<file path="config.mk">
export PLATFORM = sky130hd
export DESIGN_NAME = imm_decode_stage
export DESIGN_NICKNAME = d
export VERILOG_FILES = /design/src/rtl/imm_decode_stage.sv
export SDC_FILE = /design/constraint.sdc
export NUM_CORES = 1
export LEC_CHECK = 0
export BUFFER_PORTS_ARGS = -buffer_cell sky130_fd_sc_hd__buf_4
export CAP_MARGIN = 10
export CELL_PAD_IN_SITES_DETAIL_PLACEMENT = 1
export CELL_PAD_IN_SITES_GLOBAL_PLACEMENT = 2
export CORE_ASPECT_RATIO = 1.2
export CORE_UTILIZATION = 36
export CTS_CLUSTER_SIZE = 28
export DETAILED_ROUTE_END_ITERATION = 8
export GPL_TIMING_DRIVEN = 0
export PLACE_DENSITY = 0.86
export SLEW_MARGIN = 0
export SYNTH_ARGS = -nofsm -noshare
export SYNTH_HDL_FRONTEND = slang
export SYNTH_SLANG_ARGS = --single-unit
</file>
<file path="constraint.sdc">
create_clock -name clk -period 11.15 [get_ports clk]
set_input_delay 1.6725 -clock clk [delete_from_list [all_inputs] [get_ports clk]]
set_output_delay 1.6725 -clock clk [all_outputs]
set_load 0.01 [all_outputs]
</file>
<file path="src/rtl/imm_decode_stage.sv">
// rtl/imm_decode_stage.sv - RISC-V immediate decode stage behind a 2-entry skid buffer
module imm_decode_stage #(
  parameter int XLEN   = 32,
  parameter int EN_CSR = 1
) (
  input  logic            clk,
  input  logic            rst,
  input  logic            flush,
  input  logic            in_valid,
  output logic            in_ready,
  input  logic [31:0]     in_insn,
  input  logic [XLEN-1:0] in_pc,
  output logic            out_valid,
  input  logic            out_ready,
  output logic [XLEN-1:0] out_imm,
  output logic [2:0]      out_fmt,
  output logic [XLEN-1:0] out_target,
  output logic            out_illegal,
  output logic [31:0]     out_insn,
  output logic [XLEN-1:0] out_pc
);

  localparam logic [2:0] FMT_NONE = 3'd0;
  localparam logic [2:0] FMT_I    = 3'd1;
  localparam logic [2:0] FMT_S    = 3'd2;
  localparam logic [2:0] FMT_B    = 3'd3;
  localparam logic [2:0] FMT_U    = 3'd4;
  localparam logic [2:0] FMT_J    = 3'd5;
  localparam logic [2:0] FMT_Z    = 3'd6;

  typedef struct packed {
    logic [XLEN-1:0] imm;
    logic [XLEN-1:0] target;
    logic [2:0]      fmt;
    logic            illegal;
    logic [31:0]     insn;
    logic [XLEN-1:0] pc;
  } entry_t;

  entry_t      dec;
  logic [63:0] imm64;
  logic [2:0]  fmt;
  logic        illegal;
  logic        sx;

  // Immediates are built at 64 bits and truncated so one path serves both widths.
  always_comb begin
    sx      = in_insn[31];
    imm64   = '0;
    fmt     = FMT_NONE;
    illegal = 1'b0;
    case (in_insn[6:0])
      7'b0110111, 7'b0010111: fmt = FMT_U;
      7'b1101111:             fmt = FMT_J;
      7'b1100111, 7'b0000011, 7'b0010011: fmt = FMT_I;
      7'b0011011: begin
        if (XLEN == 64) fmt = FMT_I;
        else            illegal = 1'b1;
      end
      7'b0100011:             fmt = FMT_S;
      7'b1100011:             fmt = FMT_B;
      7'b0110011, 7'b0001111: fmt = FMT_NONE;
      7'b0111011: begin
        if (XLEN != 64) illegal = 1'b1;
      end
      7'b1110011: begin
        if ((EN_CSR != 0) && in_insn[14]) fmt = FMT_Z;
      end
      default:                illegal = 1'b1;
    endcase

    case (fmt)
      FMT_I:   imm64 = {{52{sx}}, in_insn[31:20]};
      FMT_S:   imm64 = {{52{sx}}, in_insn[31:25], in_insn[11:7]};
      FMT_B:   imm64 = {{51{sx}}, in_insn[31], in_insn[7], in_insn[30:25], in_insn[11:8], 1'b0};
      FMT_U:   imm64 = {{32{sx}}, in_insn[31:12], 12'b0};
      FMT_J:   imm64 = {{43{sx}}, in_insn[31], in_insn[19:12], in_insn[20], in_insn[30:21], 1'b0};
      FMT_Z:   imm64 = {59'b0, in_insn[19:15]};
      default: imm64 = '0;
    endcase

    dec.imm     = imm64[XLEN-1:0];
    dec.target  = in_pc + imm64[XLEN-1:0];
    dec.fmt     = fmt;
    dec.illegal = illegal;
    dec.insn    = in_insn;
    dec.pc      = in_pc;
  end

  entry_t main_q, main_d, skid_q, skid_d;
  logic   main_valid_q, main_valid_d, skid_valid_q, skid_valid_d;
  logic   in_fire, out_fire;

  assign in_ready  = !skid_valid_q;
  assign in_fire   = in_valid && in_ready;
  assign out_fire  = main_valid_q && out_ready;

  // Skid is only filled while main is held, so main empty implies skid empty.
  always_comb begin
    main_d       = main_q;
    main_valid_d = main_valid_q;
    skid_d       = skid_q;
    skid_valid_d = skid_valid_q;
    if (flush) begin
      main_valid_d = 1'b0;
      skid_valid_d = 1'b0;
    end else if (!main_valid_q || out_fire) begin
      if (skid_valid_q) begin
        main_d       = skid_q;
        main_valid_d = 1'b1;
        skid_valid_d = 1'b0;
      end else if (in_fire) begin
        main_d       = dec;
        main_valid_d = 1'b1;
      end else begin
        main_valid_d = 1'b0;
      end
    end else if (in_fire) begin
      skid_d       = dec;
      skid_valid_d = 1'b1;
    end
  end

  always_ff @(posedge clk) begin
    if (rst) begin
      main_q       <= '0;
      skid_q       <= '0;
      main_valid_q <= 1'b0;
      skid_valid_q <= 1'b0;
    end else begin
      main_q       <= main_d;
      skid_q       <= skid_d;
      main_valid_q <= main_valid_d;
      skid_valid_q <= skid_valid_d;
    end
  end

  assign out_valid   = main_valid_q;
  assign out_imm     = main_q.imm;
  assign out_fmt     = main_q.fmt;
  assign out_target  = main_q.target;
  assign out_illegal = main_q.illegal;
  assign out_insn    = main_q.insn;
  assign out_pc      = main_q.pc;

endmodule

</file>
Word-level counts from Yosys, hierarchy flattened
Cells that the tools add are included.
{"block": "word_totals", "reg_bits": 266, "out_inout_bits": 134}
{"block": "op_classes", "n_addsub": 1, "eq_ne": 17, "muxes": 8, "bitwise": 2, "reduce_logical": 13}
{"op": "two-way mux 132 bit", "n": 2}
{"op": "case mux 32 bit (6 select lines)", "n": 1}
{"op": "adder 32 bit", "n": 1}
{"op": "== test 7 bit, second input constant", "n": 4}
{"op": "== test 7 x 6 -> 1 bit, second input constant", "n": 3}
{"op": "case mux 3 bit (6 select lines)", "n": 1}
{"op": "== test 7 x 5 -> 1 bit, second input constant", "n": 2}
{"op": "OR reduction 11 bit", "n": 1}
{"op": "== test 3 bit, second input constant", "n": 3}
{"op": "== test 7 x 2 -> 1 bit, second input constant", "n": 1}
{"op": "== test 7 x 4 -> 1 bit, second input constant", "n": 1}
{"op": "== test 3 x 2 -> 1 bit, second input constant", "n": 2}
{"op": "AND reduction 3 bit", "n": 2}
{"op": "OR reduction 3 bit", "n": 2}
{"op": "OR reduction 2 bit", "n": 2}
{"op": "== test 3 x 1 -> 1 bit, second input constant", "n": 1}
{"op": "two-way mux 1 bit", "n": 3}
{"op": "two-way mux 3 bit", "n": 1}
{"op": "logical AND 1 bit", "n": 2}
{"op": "logical NOT 1 bit", "n": 2}
{"op": "inverter 1 bit", "n": 2}
{"op": "nonzero test 2 bit", "n": 1}
{"op": "logical OR 1 bit", "n": 1}

Depth between registers and ports, before layout
{"block": "depth", "word_depth": 8, "depth_mapped": 20}

Worst setup path after synthesis
No wires, ideal clock.
{"block": "synth_timing", "path_type": "input port to flip-flop", "from": "input in_insn[4]", "to": "register skid_q[94] in the netlist's numbering", "arrival_time_ns": 5.124, "required_ns": 11.017, "slack_ns": 5.892, "cell_stages": 16, "cell_sequence": "clkbuf_1 nand4_1 nor3_1 nor4_2 a222oi_1 inv_1 ha_1 a21oi_1 nor2_1 o41ai_1 nand4_1 and2_2 a31o_2 a21oi_1 xor2_1 o22ai_1"}
{"element": "start: declaration", "line_no": "11", "text": "input logic [31:0] in_insn,"}
{"element": "end signal: assignment", "line_no": "132", "text": "skid_q <= skid_d;"}
{"element": "end: declaration", "line_no": "90", "text": "entry_t main_q, main_d, skid_q, skid_d;"}

==> results.md <==
* Post-synthesis sequential area ratio at a little over two fifths
* Skew final at 0.0158 ns
* Mapped Cells at 1550
* Unrepaired setup endpoints after global routing: no
* Setup-failing EPs final at 0
* GRT Resource Usage Total at 27.5%
* PwrDens at 147 mW/mm2
* CTS clk-pin slew, worst paths at approximately 0.060 ns
* Congestion Overflow GR at 0
* Worst EP arrival at 6.82 ns
* Synth Net Count at 1651
* Status: finished, final reports clean
* Synthesis Warnings at 0
* Largest net degree at the start of global routing at 15
* Std-Cell Rows at 74
* Antenna diodes at 0
* Switch share at 26.7%
* Top Ports at 203
* Synthesized flop and latch total at 266
* Crit path launch type: primary input
* Final Slew Violations at 0
* Psw at just over 600 uW
* CTS Buffer Depth at 3
* Post-CTS Hold Fix Bufs at 0
* CTS tree: built
* Die Wd at 172 um
* Worst path slowest cell: nor3_1
* Cells on worst reg2reg path at 7
* CP peak stage delay at around 0.8 ns
* DIE AREA at 0.0355 mm2
* Min-delay worst type: reg -> reg
* Buffers on Ports at 197
* Worst-margin pin slew at 1.29 ns
* Initial antenna violation count at 0
* Avg Cell Area, Syn at 8.07 um2
* Most frequent cells after synthesis: nand2_1 (289), dfxtp_1 (266), a21oi_1 (199)
* Fin area at between 0.015 and 0.02 mm2
* DRT iter0 DRCs at 597
* Root Buffer: clkbuf_16
* Total CTS buffers at 29
* Post-route DRC at 0
* Fmax at 0.156 GHz
* Leading area contributor after synthesis: dfxtp_1
* Number of distinct library cells after synthesis at 69
* Flop pwr share at 43.7%
* Slew margin rel. at 12.8%
* CP Capture Type: flop
* Combinational share of power at 12.1%
* Ys async rst share at 0%
* Final Cycle Share at 57.5%
* Via count at 12.1k
* Leakage power at ~6.1 nW
* CTS Sinks at about 270
* Starting Density at 36.6%
* Pint at around 1.7 mW
* Remaining antenna violation count after routing at 0
* Setup TNS Final at 0 ns
* Chip Height at 206 um
* Post-DP HPWL at 37500 um
* Post-Route WL at 48900 um
* Post-CTS sizing at 0
* Worst-Skew Late Latency at approximately 0.57 ns
* Number of synthesized flops with an enable pin at 0
* Core region area at around 0.034 mm2
* Synth Flop Type: dfxtp_1
* Peak supply drop at 0.000108 V
* Worst Hold Depth at 2
* Routed wire per std cell at 21.7 um
* Final hold viol count at 0
* Tmin final at 6.41 ns
* Post-synth top area share at 42.6%
* Vias in the first global route at 12.1k
* Clock power frac at 44.2%
* Most instantiated library cell after synthesis: nand2_1
* H-tree depth at 1
* Area Growth Syn to Fin at 24.4%
* Crit-path cells: clkbuf_1 > nand4_1 > nor3_1 > nor4_2 > a222oi_1 > inv_1 > ha_1 > a21oi_1 > nor2_1 > o41ai_1 > nand4_1 > and2_2 > a211oi_2 > a21oi_2 > xnor2_1 > o221ai_1
* First-pass GRT wire length at ~73000 um
* CP dominant cell by count: nand4_1
* Max Cap Viol at 0
* Ratio of cells with drive above 1 in the final layout at 16.6%
* Crit Path Class: in -> reg
* Ranking of synthesized cells by area: dfxtp_1 (43%), nand2_1 (8.7%), a21oi_1 (8.0%)
* Post-CTS Setup Bufs at 0
* GPL Wtd Cong at 0.885
* Critical Path Fanout Max at 10
* Avg Vias per Cell at 5.34
* CP required at 11.56 ns
* Total Nets Final at 1879
* Placed inst area at 0.0146 mm2
* Mapped Area at around 0.013 mm2
* Router iterations before antenna repair at 7
[cells in the final DEF, fill, tap and decap left out, types with 5 or more instances in the layout]
master     instances
clkbuf_16         29
o21bai_1           5
buf_1              6
o211ai_1           7
inv_1             44
mux2i_1           84
nand2_1          289
inv_2              5
a21o_1            12
or3_1              5
a211oi_1         114
clkbuf_1          97
a21oi_1          199
dfxtp_1          266
xnor2_1           16
o21ai_0           51
o22ai_1            5
xor2_1             7
ha_1              31
clkbuf_8          16
clkinv_2           5
nand3_1           15
buf_4            197
o21ai_1           17
nor2_1           165
and2_1             7
nand4_1            8
nor3_1            16
[worst max-delay path, delay by kind of cell]
family / cells / cell delay (ns)
AO/OA/AOI/OAI: 6 / 2.07
XOR/XNOR: 1 / 0.34
adder cells (fa/ha/maj): 1 / 0.42
buffers and inverters: 2 / 0.59
AND/OR/NAND/NOR: 6 / 1.72
[power by group through the flow]
| stage | Combinational (mW) | Clock [mW] | Sequential [mW] |
|---|---|---|---|
| detailed placement | 0.277 | 0 | 1.02 |
| finish | 0.277 | 1.01 | 1.00 |
| global route | 0.300 | 1.06 | 1.00 |
| global placement | 0.273 | 0 | 1.02 |
| CTS | 0.278 | 1.03 | 1.00 |
| floorplan | 0.130 | 0 | 1.03 |
[routing by layer]
metal	part of all wire, %	GRT usage, %	vias up	wire [um]
li1	-	-	5831	-
met1	42	33.1	5811	20400
met2	49	48.6	325	24000
met3	4.3	2.76	94	2100
met4	4.9	13.3	0	2390
met5	0	0	-	0
[cells by family (layout without fill, tap and decap cells)]
| family | after synthesis | after routing | share of synthesized area (%) |
|---|---|---|---|
| buffers and inverters | 165 | 416 | 5.83 |
| muxes | 84 | 84 | 6.72 |
| AOI/OAI and AO/OA | 453 | 453 | 22.6 |
| xor gates and xnor gates | 24 | 24 | 1.74 |
| adders and majority gates | 32 | 32 | 3.26 |
| DFF | 266 | 266 | 42.6 |
| and+or+nand+nor | 526 | 526 | 17.3 |
[state kept, by name, summed over array words and instances (netlist names)]
register      count
out_imm          32
out_target       32
out_illegal       1
out_insn         32
out_valid         1
out_pc           32
skid_valid_q      1
skid_q          132
out_fmt           3
[final timing paths]
| path | from | endpoint | slack [ns] |
|---|---|---|---|
| min reg2reg | out_imm[24] | out_imm[24] | 0.45 |
| min | out_imm[24] | out_imm[24] | 0.45 |
| max reg2reg | skid_valid_q | out_target[30] | 7.76 |
| max | in_insn[4] | out_target[30] | 4.74 |
[metrics by stage]
stage,total power [mW],std cells,setup WS [ns],hold WS (ns),utilization (%)
after global routing,2.37,2257,4.32,0.472,45.6
after detailed placement,1.30,2203,4.14,0.448,42.6
after floorplan,1.16,1550,5.89,0.436,-
after CTS,2.31,2257,4.71,0.456,45.6
after global placement,1.29,2203,4.20,0.441,42.6
final,2.29,2257,4.74,0.452,45.6
[final cells by class]
cell class                      instances  area [um2]
Sequential cell                       266        5330
Clock buffer                           41         871
Clock inverter                         13         134
Tap cell                              456         571
Timing Repair Buffer                  197        1480
Inverter                               49         184
Fill cell                            4158       18600
Multi-Input combinational cell       1119        6450
Buffer                                116         546
Power figures use the tool's default switching activity.
